===== src/rtl/gpio_stream_bridge.sv =====
// rtl/gpio_stream_bridge.sv - mprj_io pin stream endpoint: 8-bit pins in, 16-bit pins out.
// Pin FIFOs decouple the off-chip handshakes from the core's AXI4-Stream ports.

module gpio_stream_bridge_fifo #(
  parameter int W     = 9,
  parameter int DEPTH = 4
) (
  input  logic                     clk_i,
  input  logic                     rst_i,
  input  logic                     push_i,
  input  logic [W-1:0]             data_i,
  input  logic                     pop_i,
  output logic [W-1:0]             data_o,
  output logic                     empty_o,
  output logic                     full_o,
  output logic [$clog2(DEPTH):0]   count_next_o
);
  localparam int AW = $clog2(DEPTH);

  logic [W-1:0] mem_q [DEPTH];
  logic [AW:0]  wptr_q, rptr_q, count;

  assign count        = wptr_q - rptr_q;
  assign empty_o      = (wptr_q == rptr_q);
  assign full_o       = (wptr_q[AW] != rptr_q[AW]) && (wptr_q[AW-1:0] == rptr_q[AW-1:0]);
  assign count_next_o = count + (AW+1)'(push_i) - (AW+1)'(pop_i);
  assign data_o       = mem_q[rptr_q[AW-1:0]];

  always_ff @(posedge clk_i or posedge rst_i) begin
    if (rst_i) begin
      wptr_q <= '0;
      rptr_q <= '0;
      for (int i = 0; i < DEPTH; i++) mem_q[i] <= '0;
    end else begin
      if (push_i) begin
        mem_q[wptr_q[AW-1:0]] <= data_i;
        wptr_q                <= wptr_q + 1'b1;
      end
      if (pop_i) rptr_q <= rptr_q + 1'b1;
    end
  end

  a_no_push_full: assert property (@(posedge clk_i) disable iff (rst_i) !(push_i && full_o));
  a_no_pop_empty: assert property (@(posedge clk_i) disable iff (rst_i) !(pop_i && empty_o));
endmodule

module gpio_stream_bridge #(
  parameter int IN_W        = 8,
  parameter int OUT_W       = 16,
  parameter int IFIFO_DEPTH = 4,
  parameter int OFIFO_DEPTH = 4
) (
  input  logic             wb_clk_i,
  input  logic             wb_rst_i,
  input  logic [37:0]      io_in,
  output logic [37:0]      io_out,
  output logic [37:0]      io_oeb,
  output logic [IN_W-1:0]  m_axis_tdata,
  output logic             m_axis_tvalid,
  output logic             m_axis_tlast,
  input  logic             m_axis_tready,
  input  logic [OUT_W-1:0] s_axis_tdata,
  input  logic             s_axis_tvalid,
  input  logic             s_axis_tlast,
  output logic             s_axis_tready
);
  localparam int IA = $clog2(IFIFO_DEPTH);
  localparam int OA = $clog2(OFIFO_DEPTH);

  logic              in_ready_q;
  logic [IN_W-1:0]   in_data;
  logic              in_push, ififo_empty, ififo_full_unused;
  logic [IA:0]       ififo_count_next;

  logic              s_ready_en_q;
  logic              ofifo_push, ofifo_pop, ofifo_empty, ofifo_full;
  logic [OA:0]       ofifo_count_unused;
  logic [OUT_W:0]    ofifo_head;

  logic              out_valid_q, out_valid_d;
  logic [OUT_W-1:0]  out_data_q, out_data_d;
  logic              out_last_q, out_last_d;

  logic              io_in_unused;

  assign io_in_unused = ^{io_in[25:0], io_in[27]};

  // Pad 37 carries bit 0 of the incoming byte.
  always_comb begin
    in_data = '0;
    for (int i = 0; i < IN_W; i++) in_data[i] = io_in[37-i];
  end

  assign in_push = in_ready_q && io_in[28];

  gpio_stream_bridge_fifo #(.W(IN_W+1), .DEPTH(IFIFO_DEPTH)) u_ififo (
    .clk_i        (wb_clk_i),
    .rst_i        (wb_rst_i),
    .push_i       (in_push),
    .data_i       ({io_in[29], in_data}),
    .pop_i        (m_axis_tvalid && m_axis_tready),
    .data_o       ({m_axis_tlast, m_axis_tdata}),
    .empty_o      (ififo_empty),
    .full_o       (ififo_full_unused),
    .count_next_o (ififo_count_next)
  );

  assign m_axis_tvalid = !ififo_empty;

  assign s_axis_tready = s_ready_en_q && !ofifo_full;
  assign ofifo_push    = s_axis_tvalid && s_axis_tready;

  gpio_stream_bridge_fifo #(.W(OUT_W+1), .DEPTH(OFIFO_DEPTH)) u_ofifo (
    .clk_i        (wb_clk_i),
    .rst_i        (wb_rst_i),
    .push_i       (ofifo_push),
    .data_i       ({s_axis_tlast, s_axis_tdata}),
    .pop_i        (ofifo_pop),
    .data_o       (ofifo_head),
    .empty_o      (ofifo_empty),
    .full_o       (ofifo_full),
    .count_next_o (ofifo_count_unused)
  );

  // The pin slice refills whenever it is empty or its beat is being taken.
  always_comb begin
    out_valid_d = out_valid_q;
    out_data_d  = out_data_q;
    out_last_d  = out_last_q;
    ofifo_pop   = 1'b0;
    if (!out_valid_q || io_in[26]) begin
      if (!ofifo_empty) begin
        ofifo_pop                = 1'b1;
        out_valid_d              = 1'b1;
        {out_last_d, out_data_d} = ofifo_head;
      end else if (io_in[26]) begin
        out_valid_d = 1'b0;
      end
    end
  end

  always_ff @(posedge wb_clk_i or posedge wb_rst_i) begin
    if (wb_rst_i) begin
      in_ready_q   <= 1'b0;
      s_ready_en_q <= 1'b0;
      out_valid_q  <= 1'b0;
      out_data_q   <= '0;
      out_last_q   <= 1'b0;
    end else begin
      in_ready_q   <= (ififo_count_next != (IA+1)'(IFIFO_DEPTH));
      s_ready_en_q <= 1'b1;
      out_valid_q  <= out_valid_d;
      out_data_q   <= out_data_d;
      out_last_q   <= out_last_d;
    end
  end

  always_comb begin
    io_out         = '0;
    io_out[23:8]   = out_data_q;
    io_out[24]     = out_last_q;
    io_out[25]     = out_valid_q;
    io_out[27]     = in_ready_q;
  end

  assign io_oeb = {10'h3FF, 1'b0, 1'b1, 18'h0, 8'hFF};
endmodule


===== config.mk =====
export PLATFORM = sky130hd
export DESIGN_NAME = gpio_stream_bridge
export DESIGN_NICKNAME = d
export VERILOG_FILES = /design/src/rtl/gpio_stream_bridge.sv
export SDC_FILE = /design/constraint.sdc
export NUM_CORES = 1
export LEC_CHECK = 0
export BUFFER_PORTS_ARGS = -buffer_cell sky130_fd_sc_hd__clkbuf_2
export CAP_MARGIN = 40
export CORE_ASPECT_RATIO = 1.75
export CORE_MARGIN = 2
export CORE_UTILIZATION = 55
export DETAILED_ROUTE_END_ITERATION = 12
export PLACE_DENSITY_LB_ADDON = 0.15
export SLEW_MARGIN = 15
export SYNTH_ARGS = -nofsm -noshare
export SYNTH_HDL_FRONTEND = slang
export SYNTH_SLANG_ARGS = --single-unit

===== constraint.sdc =====
create_clock -name wb_clk_i -period 6.8 [get_ports wb_clk_i]
set_clock_uncertainty 0.05 [all_clocks]
set_input_delay 2.04 -clock wb_clk_i [delete_from_list [all_inputs] [get_ports wb_clk_i]]
set_output_delay 2.04 -clock wb_clk_i [all_outputs]
set_load 0.01 [all_outputs]

==> results of run 1 <==
==> per-layer routing <==
layer  track usage, %  vias to the layer above
li1                 -                     1545
met1            25.02                     1841
met2            32.84                       81
met3            4.331                       14
met4            6.615                        0
met5                0                        -
==> flip-flops by register name, indices dropped and copies added (netlist names) <==
signal / flops
s_ready_en_q: 1
in_ready_q: 1
out_data_q: 16
u_ififo.wptr_q: 3
u_ofifo.wptr_q: 3
u_ofifo.mem_q: 68
u_ofifo.rptr_q: 3
u_ififo.mem_q: 36
u_ififo.rptr_q: 3
out_last_q: 1
out_valid_q: 1
==> through the flow <==
step,worst slack (ps),cells,hold slack (ps)
final,2711,676,436.2
after global routing,2573,676,462.4
after CTS,2649,674,438.1
after detailed placement,2537,642,423.5
after global placement,2603,639,416.9
after floorplan,1071,482,415.2
==> final timing paths <==
kind	startpoint	end	slack [ps]	cells past startpoint
worst min register to register	out_data_q[1]$_DFFE_PP0P_	out_data_q[1]$_DFFE_PP0P_	440	1
worst min-delay path	out_data_q[1]$_DFFE_PP0P_	out_data_q[1]$_DFFE_PP0P_	440	1
worst max register to register	u_ififo.rptr_q[0]$_DFFE_PP0P_	in_ready_q$_DFF_PP0_	3580	8
min in group asynchronous	wb_rst_i	u_ofifo.mem_q[18]$_DFFE_PP0P_	1610	2
max in group asynchronous	wb_rst_i	u_ofifo.mem_q[67]$_DFFE_PP0P_	4060	3
worst max-delay path	u_ififo.rptr_q[0]$_DFFE_PP0P_	m_axis_tdata[5]	2710	2
==> layout make-up <==
type	count	area, um2	share of cell area [%]
timing repair buffer	69	452.9	5.927
clock buffer	18	439.2	5.747
tap	165	206.4	2.701
sequential	136	3403	44.53
inverter	8	32.53	0.4257
clock inverter	14	138.9	1.817
multi-input combinational	266	2969	38.85
==> power groups by stage <==
stage | combinational [mW] | sequential, mW | clock, mW
after global routing | 1.76 | 1.56 | 0.940
after CTS | 1.61 | 1.51 | 0.901
after detailed placement | 1.60 | 1.51 | 0
after global placement | 1.55 | 1.49 | 0
final | 1.61 | 1.51 | 0.885
after floorplan | 1.32 | 1.43 | 0
==> cells by family after synthesis <==
family,count (synthesis)
multiplexers,150
buffers and inverters,80
AND/OR/NAND/NOR,16
flip-flops,136
other,2
XOR/XNOR,17
adder cells (fa/ha/maj),14
AO/OA/AOI/OAI,11
==> placed cells by master (no fill, tap or decap), types with 8 or more instances in the layout <==
| master | Yosys | routed |
|---|---|---|
| clkbuf_2 | 0 | 61 |
| conb_1 | 2 | 58 |
| xnor2_1 | 8 | 8 |
| ha_1 | 12 | 12 |
| mux2_1 | 9 | 9 |
| mux2_4 | 39 | 39 |
| clkbuf_16 | 0 | 17 |
| mux2_2 | 76 | 76 |
| dfrtp_1 | 136 | 136 |
| mux4_2 | 26 | 26 |
==> worst max-delay path: stages, from the launching register on <==
cell	delay, ps
dfrtp_1	810
mux4_2	620
clkbuf_2	150
==> summary.md, run 1 <==
| Metric | Value |
|---|---|
| Status | complete, no violations |
| PD cells | 523.4 nW/um2 |
| H-tree Lvls | 4 |
| Post-Synth Adder-Cell Area | 2.825% |
| RSZ-0062 raised after global routing | no |
| Worst vdd ir | 0.3329 mV |
| Internal | 2.700 mW |
| Placed Area | 7009 um2 |
| Setup TNS | 0 ps |
| Post-synthesis compound-gate area fraction | 2.230% |
| N_diodes | 0 |
| Top Metal Used | met4 |
| Final Max Tran Viols | 0 |
| Synthesis-stage register bit count | 136 |
| Setup bufs post-CTS | 0 |
| Most instantiated cells after synthesis | dfrtp_1 (136), mux2_2 (76), buf_4 (61) |
| Design Area, Final | 7642 um2 |
| DR WL/cell | 17.62 um |
| Layout overhead on the synthesized area | 13.51% |
| Width of the die | 87.64 um |
| Combinational share of power | 40.2% |
| Initial antenna violation count | 0 |
| Vias in the first global route | 3678 |
| Top cell type's share of synthesized area | 50.55% |
| Iteration-0 DRC Markers | 157 |
| Die footprint | 13180 um2 |
| # resized after CTS | 0 |
| Yosys top cell by area | dfrtp_1 |
| Asr flop ratio synth | 100.0% |
| Max-slew headroom | 41.69% |
| CTS Hold Bufs | 0 |
| Cells after Synth | 426 |
| Max Root-Sink Buffers | 2 |
| Drt pass-1 iters | 4 |
| Post-synth EDFFs | 0 |
| WP data required | 4710 ps |
| Clock Sinks | 136 |
| Fmax | 244.6 MHz |
| Vias per cell | 5.149 |
| Worst-Skew Late Latency | 410 ps |
| CTS clock-pin slew for the worst setup and hold paths | 60 ps |
| Largest net degree at the start of global routing | 52 |
| Number of buffers created by CTS | 17 |
| WL met2 | 6445 um |
| Sequential power share | 37.7% |
| Final period util | 60.13% |
| Final net count | 571 |
| Yosys warns | 0 |
| Setup violators final | 0 |
| Routed via count | 3481 |
| Sw Share | 32.51% |
| Drt drc | 0 |
| CP arrival | 2000 ps |
| Largest family of logic cells by synthesized area | multiplexers |
| Max Cap Viol | 0 |
| Leak | 3.476 nW |
| # IOs | 146 |
| Post-synth cell types | 30 |
| DP HPWL | 7875 um |
| Top post-synthesis cells by area | dfrtp_1 (51%), mux2_2 (13%), mux2_4 (8.7%), mux4_2 (8.7%), buf_4 (6.8%) |
| Final Power | 4.000 mW |
| Total track usage | 19.60% |
| Crit end category | primary output |
| Fin crit period | 4089 ps |
| Util after Layout | 63.67% |
| Post-synthesis xor/xnor area fraction | 3.048% |
| Sw Pwr | 1.300 mW |
| Final Hold Violating Endpoints | 0 |
| Total of fill cells in the finished design | 899 |
| Clock network power share | 22.1% |
| GPL Wtd Cong | 0.7169 |
| Synth Flop Type | dfrtp_1 |
| Global route overflow | 0 |
| WL final | 11910 um |
| Port bufs | 61 |
| CTS tree | built |
| Met3 WL post-DR | 412 um |
| Core ar. | 12000 um2 |
| Synth Area in Simple Gates | 1.152% |
| Critical path peak fanout | 13 |
| Min-Delay Path Class | reg2reg |
| Fraction of synthesized area in multiplexers | 31.61% |
| Register area share after synthesis | 50.55% |
| Synth Area per Inst | 15.80 um2 |
| Startpoint types | flip-flop |
| First-pass GRT wire length | 19530 um |
| Worst-Margin Slew | 874.6 ps |
| ANT nets after route | 0 |
| Synthesized area | 6733 um2 |
| Met1 wire length | 4883 um |
| Clk root buf | clkbuf_16 |
| Crit Path Class | reg2out |
| Most numerous cell in the Yosys netlist | dfrtp_1 |
| Cell Rows | 53 |
| Starting Density | 56.09% |
| Die H | 150.4 um |
| Layout cells sized above 1 | 49.12% |
Power figures use the tool's default switching activity.
==> run 2: changes to the inputs <==
==> constraint.sdc (replaced) <==
create_clock -name wb_clk_i -period 3.9 [get_ports wb_clk_i]
set_clock_uncertainty 0.05 [all_clocks]
set_input_delay 1.17 -clock wb_clk_i [delete_from_list [all_inputs] [get_ports wb_clk_i]]
set_output_delay 1.17 -clock wb_clk_i [all_outputs]
set_load 0.01 [all_outputs]
==> run 2 against run 1 <==
Critical path depth is 6 higher; die area did not move; largest cell class unchanged; register-to-register slack worse by 2800 ps; critical path type is now reg2reg; power up 78%; largest power group unchanged; highest routed layer unchanged.
==> summary.md, run 2 (synthesis results as in run 1) <==
| Metric | Value |
|---|---|
| H-tree Lvls | 4 |
| Vias per cell | 5.108 |
| CTS tree | built |
| Cell Rows | 53 |
| Setup violators final | 0 |
| CTS clock-pin slew for the worst setup and hold paths | 60 ps |
| Worst path max stage delay | 730 ps |
| CTS Hold Bufs | 0 |
| GPL Wtd Cong | 0.7291 |
| Port bufs | 61 |
| Clock Sinks | 136 |
| Worst-Skew Late Latency | 410 ps |
| Max Root-Sink Buffers | 2 |
| Worst vdd ir | 0.7764 mV |
| Layout overhead on the synthesized area | 14.22% |
| Leak | 3.485 nW |
| Critical path's slowest cell | dfrtp_1 |
| Total of fill cells in the finished design | 871 |
| Crit end category | flip-flop |
| DP HPWL | 8088 um |
| Iteration-0 DRC Markers | 158 |
| Width of the die | 87.64 um |
| Final net count | 574 |
| Status | complete, no violations |
| Setup ws final | 811.3 ps |
| Clk root buf | clkbuf_16 |
| Vias in the first global route | 3721 |
| R2r startpoint | u_ififo.rptr_q[1]$_DFFE_PP0P_ |
| Number of buffers created by CTS | 17 |
| Drt pass-1 iters | 4 |
| Biggest regs | u_ofifo.mem_q (68), u_ififo.mem_q (36), out_data_q (16) |
| Largest register FFs | 68 |
| Routed via count | 3463 |
| Starting Density | 56.09% |
| WP data required | 4130 ps |
| Total track usage | 19.57% |
| Setup bufs post-CTS | 0 |
| Design Area, Final | 7690 um2 |
| Core ar. | 12000 um2 |
| DR WL/cell | 17.78 um |
| PD cells | 926.4 nW/um2 |
| WL final | 12050 um |
| Most common cell after layout, fill and taps aside | dfrtp_1 |
| Setup crit start | u_ififo.rptr_q[1]$_DFFE_PP0P_ |
| Non-Filler Instances | 678 |
| Cell Count Post-Placement | 647 |
| Fin crit period | 3089 ps |
| Pre-CTS setup slack | 533.3 ps |
| Layout cells sized above 1 | 49.32% |
| Util after Layout | 64.07% |
| Max-slew headroom | 58.92% |
| Initial antenna violation count | 0 |
| Startpoint types | flip-flop |
| Most frequent cells in the layout | dfrtp_1 (136), mux2_2 (76), clkbuf_2 (61) |
| CP arrival | 3320 ps |
| Min-Delay Path Class | reg2reg |
| Final hold slack | 437.4 ps |
| Fmax | 323.8 MHz |
| Largest register by flop count | u_ofifo.mem_q |
| Drt drc | 0 |
| Global route overflow | 0 |
| Die footprint | 13180 um2 |
| Die H | 150.4 um |
| Worst-Margin Slew | 616.2 ps |
| # resized after CTS | 0 |
| Setup TNS | 0 ps |
| CP bufs+invs | 0 |
| Final Power | 7.124 mW |
| Placed Area | 7066 um2 |
| Final Max Tran Viols | 0 |
| Critical path peak fanout | 13 |
| First-pass GRT wire length | 19270 um |
| ANT nets after route | 0 |
| CP cell instances | xor2_1 > o31ai_1 > fa_1 > fa_1 > ha_1 > xnor2_1 > xnor2_1 > or3_1 |
| Hold_sp | out_data_q[0]$_DFFE_PP0P_ |
| Crit Path Class | reg2reg |
| N_diodes | 0 |
| Max Cap Viol | 0 |
| Final period util | 79.20% |
| Largest net degree at the start of global routing | 53 |
| Top delay family on crit path | adder cells |
| # IOs | 146 |
| RSZ-0062 raised after global routing | no |
| Final Hold Violating Endpoints | 0 |
-- run 2: cell count changes in the layout (fill, tap and decap cells not counted), sizes merged --
cell / previous run / this run
clkinvlp: 0 / 5
buf: 8 / 11
inv: 13 / 10
clkbuf: 79 / 78
clkinv: 8 / 3
bufinv: 1 / 4
-- run 2: final timing paths --
| check | to | cells past startpoint | slack, ps |
|---|---|---|---|
| min in group asynchronous | in_ready_q$_DFF_PP0_ | 2 | 760 |
| worst max-delay path | in_ready_q$_DFF_PP0_ | 8 | 810 |
| worst min-delay path | out_data_q[0]$_DFFE_PP0P_ | 1 | 440 |
| max in group asynchronous | u_ofifo.mem_q[16]$_DFFE_PP0P_ | 3 | 2400 |
| worst max register to register | in_ready_q$_DFF_PP0_ | 8 | 810 |
| worst min register to register | out_data_q[0]$_DFFE_PP0P_ | 1 | 440 |
-- run 2: area by class of cell --
type	count	area (um2)	share of cell area, %
well taps	165	206.4	2.685
repair buffers	72	452.9	5.890
clock buffers	17	425.4	5.532
flip-flops and latches	136	3403	44.26
inverters	8	33.78	0.4393
clock inverters	14	198.9	2.587
multi-input cells	266	2969	38.61
-- run 2: worst reg2reg max path, cell delays in order (launching register included) --
cell     delay, ps
dfrtp_1        730
xor2_1         190
o31ai_1        530
fa_1           290
fa_1           410
ha_1           220
xnor2_1        130
xnor2_1        120
or3_1          300
-- run 2: power by group --
part / switching [mW] / internal [mW]
clock: 0.622 / 1.07
combinational: 1.19 / 1.66
sequential: 0.447 / 2.14
total: 2.25 / 4.87
-- run 2: layer usage --
metal  global-route usage, %  up-vias  share of wire (%)
li1                        -     1565                  -
met1                   23.69     1793                 40
met2                   33.22       86                 55
met4                   7.000        0                1.4
met3                   5.318       19                3.9
met5                       0        -                  0
==> run 3: changes to the inputs <==
--- a/config.mk
+++ b/config.mk
@@ -5,11 +5,12 @@
 export SDC_FILE = /design/constraint.sdc
 export NUM_CORES = 1
 export LEC_CHECK = 0
+export ABC_AREA = 1
 export BUFFER_PORTS_ARGS = -buffer_cell sky130_fd_sc_hd__clkbuf_2
 export CAP_MARGIN = 40
 export CORE_ASPECT_RATIO = 1.75
 export CORE_MARGIN = 2
-export CORE_UTILIZATION = 55
+export CORE_UTILIZATION = 49
 export DETAILED_ROUTE_END_ITERATION = 12
 export PLACE_DENSITY_LB_ADDON = 0.15
 export SLEW_MARGIN = 15
==> constraint.sdc (replaced) <==
create_clock -name wb_clk_i -period 2.55 [get_ports wb_clk_i]
set_clock_uncertainty 0.05 [all_clocks]
set_input_delay 0.765 -clock wb_clk_i [delete_from_list [all_inputs] [get_ports wb_clk_i]]
set_output_delay 0.765 -clock wb_clk_i [all_outputs]
set_load 0.01 [all_outputs]
==> run 3 against run 2 <==
Count of clock-buffer cells in the layout increased by 2; setup slack got worse by 710 ps; power increased by 46%; hold slack got worse by 180 ps; combinational power increased by 43%; global-route usage increased by 3.5 points; clock power increased by 50%; critical endpoint is now m_axis_tdata[0].
==> summary.md, run 3 <==
| Metric | Value |
|---|---|
| Max Root-Sink Buffers | 2 |
| Synth Area per Inst | 8.424 um2 |
| ANT nets after route | 0 |
| Max-slew headroom | 54.32% |
| Post-Synth Adder-Cell Area | 2.858% |
| Clock Sinks | 136 |
| Yosys top cell by area | dfrtp_1 |
| Most instantiated cells after synthesis | nand2_1 (317), dfrtp_1 (136), o21ai_0 (92) |
| Final net count | 924 |
| Synth Flop Type | dfrtp_1 |
| CP cell instances | inv_1 > buf_4 > nor2_1 > o22ai_1 > clkbuf_2 |
| Total track usage | 23.08% |
| Core ar. | 13310 um2 |
| Final hold slack | 259.5 ps |
| Synthesized area | 6655 um2 |
| Post-synth cell types | 25 |
| Synth Area in Simple Gates | 23.67% |
| Synthesis-stage register bit count | 136 |
| Routed via count | 5202 |
| Total of fill cells in the finished design | 1239 |
| Crit end category | primary output |
| Layout cells sized above 1 | 14.70% |
| Max Cap Viol | 0 |
| Die footprint | 14570 um2 |
| Fmax | 409.2 MHz |
| N_diodes | 0 |
| CTS clock-pin slew for the worst setup and hold paths | 60 ps |
| Top cell type's share of synthesized area | 51.14% |
| Setup violators final | 0 |
| Biggest regs | u_ofifo.mem_q (68), u_ififo.mem_q (36), out_data_q (16) |
| Status | complete, no violations |
| Drt drc | 0 |
| Initial antenna violation count | 0 |
| Worst-Skew Late Latency | 400 ps |
| Reg2reg setup slack | 140 ps |
| Largest family of logic cells by synthesized area | simple AND/OR/NAND/NOR gates |
| Leak | 4.067 nW |
| Final Power | 10.37 mW |
| Yosys warns | 0 |
| Iteration-0 DRC Markers | 306 |
| First-pass GRT wire length | 26120 um |
| # IOs | 146 |
| Fraction of synthesized area in multiplexers | 0% |
| DR WL/cell | 15.17 um |
| Vias per cell | 5.012 |
| Post-synthesis compound-gate area fraction | 9.438% |
| Number of buffers created by CTS | 17 |
| Largest register by flop count | u_ofifo.mem_q |
| Die H | 158.2 um |
| Largest register FFs | 68 |
| Final period util | 95.84% |
| Cell Rows | 56 |
| R2r startpoint | u_ififo.wptr_q[1]$_DFFE_PP0P_ |
| DP HPWL | 10170 um |
| PD cells | 1370 nW/um2 |
| Post-synth EDFFs | 0 |
| Post-synthesis xor/xnor area fraction | 1.824% |
| WP data required | 1740 ps |
| Cells after Synth | 790 |
| CTS tree | built |
| Crit Path Class | reg2out |
| Global route overflow | 0 |
| RSZ-0062 raised after global routing | no |
| Critical path's slowest cell | dfrtp_1 |
| Final Max Tran Viols | 0 |
| Final Hold Violating Endpoints | 0 |
| Vias in the first global route | 5068 |
| Drt pass-1 iters | 4 |
| Startpoint types | flip-flop |
| Port bufs | 61 |
| Largest net degree at the start of global routing | 75 |
| Worst vdd ir | 0.6645 mV |
| Critical path peak fanout | 19 |
| CP arrival | 1630 ps |
| Top post-synthesis cells by area | dfrtp_1 (51%), nand2_1 (18%), o21ai_0 (6.9%), buf_4 (6.9%), nor2_1 (3.0%) |
| Setup crit start | u_ififo.rptr_q[0]$_DFFE_PP0P_ |
| FF/Latch Area | 3403 um2 |
| Min-Delay Path Class | in2async |
| Most frequent cells in the layout | nand2_1 (317), dfrtp_1 (136), o21ai_0 (92) |
| Width of the die | 92.10 um |
| Asr flop ratio synth | 100.0% |
| Most numerous cell in the Yosys netlist | nand2_1 |
| Worst-Margin Slew | 683.6 ps |
| Register area share after synthesis | 51.14% |
| Setup TNS | 0 ps |
| Footprint of the multi-input gates | 2733 um2 |
| Most common cell after layout, fill and taps aside | nand2_1 |
| Fin crit period | 2444 ps |
| Starting Density | 49.99% |
| Worst path max stage delay | 410 ps |
| WL final | 15750 um |
| Clk root buf | clkbuf_16 |
| H-tree Lvls | 4 |
| Layout overhead on the synthesized area | 13.69% |
| GPL Wtd Cong | 0.8131 |
[run 3: cell count changes in the layout (fill, tap and decap cells not counted), moves of 4 or more]
cell	before	now
mux2_4	39	0
buf_4	7	15
o22ai_1	0	26
a31oi_4	5	0
nor2_8	0	4
mux4_2	26	0
o21ai_0	1	92
mux2_1	9	0
inv_1	7	25
nand2_1	7	317
mux2_2	76	0
nor2_1	0	54
nand4_2	0	4
[run 3: timing repair]
action	in CTS	in global routing
buffers inserted	0	1
hold endpoints to repair	0	0
gates resized for setup	1	0
endpoints found under the setup margin	9	9
hold buffers	0	0
[run 3: power breakdown]
part           leakage, nW  switching [mW]  internal (mW)
clock                0.305           0.935           1.60
combinational         2.07            2.54           1.53
sequential            1.70           0.592           3.16
total                 4.07            4.07           6.30
[run 3: path summary, 6_finish.rpt]
check / cells past startpoint / end
max: 5 / m_axis_tdata[0]
min in group wb_clk_i: 2 / u_ofifo.mem_q[38]$_DFFE_PP0P_
min: 2 / u_ofifo.wptr_q[0]$_DFFE_PP0P_
min reg2reg: 2 / u_ofifo.mem_q[38]$_DFFE_PP0P_
max reg2reg: 9 / in_ready_q$_DFF_PP0_
max in group asynchronous: 3 / u_ofifo.mem_q[39]$_DFFE_PP0P_
[run 3: final cells by class]
cell class / count / area share, %
inverters: 29 / 1.538
flip-flops and latches: 136 / 44.98
repair buffers: 79 / 6.317
multi-input cells: 588 / 36.12
clock inverters: 13 / 2.183
well taps: 174 / 2.877
clock buffers: 19 / 5.986
[run 3: metal layers]
metal	vias up	routed length, um	GRT usage, %
met5	-	0	0
met4	0	278	9.737
li1	2499	-	-
met2	181	8229	40.23
met3	20	885	3.855
met1	2502	6352	28.31
[run 3: critical path: cells and delay by family, from the launching register on]
kind / cells / cell delay [ps]
compound gates: 1 / 210
flops: 1 / 410
buf+inv: 3 / 530
simple gates: 1 / 60
[run 3: kinds of logic after synthesis]
group / Yosys count
adder cells (fa/ha/maj): 14
other: 2
AND/OR/NAND/NOR: 384
AO/OA/AOI/OAI: 119
buffers and inverters: 122
XOR/XNOR: 13
flip-flops: 136
[run 3: through the flow]
stage                     std cells  setup WS [ps]  area [um2]  utilization, %
final                          1038          106.0        7566           56.83
after global routing           1038          6.050        7566           56.83
after CTS                      1037          49.20        7559           56.78
after detailed placement       1005         -80.12        6937           52.11
after global placement         1005         -42.03        6937           52.11
after floorplan                 846          41.85        6869               -
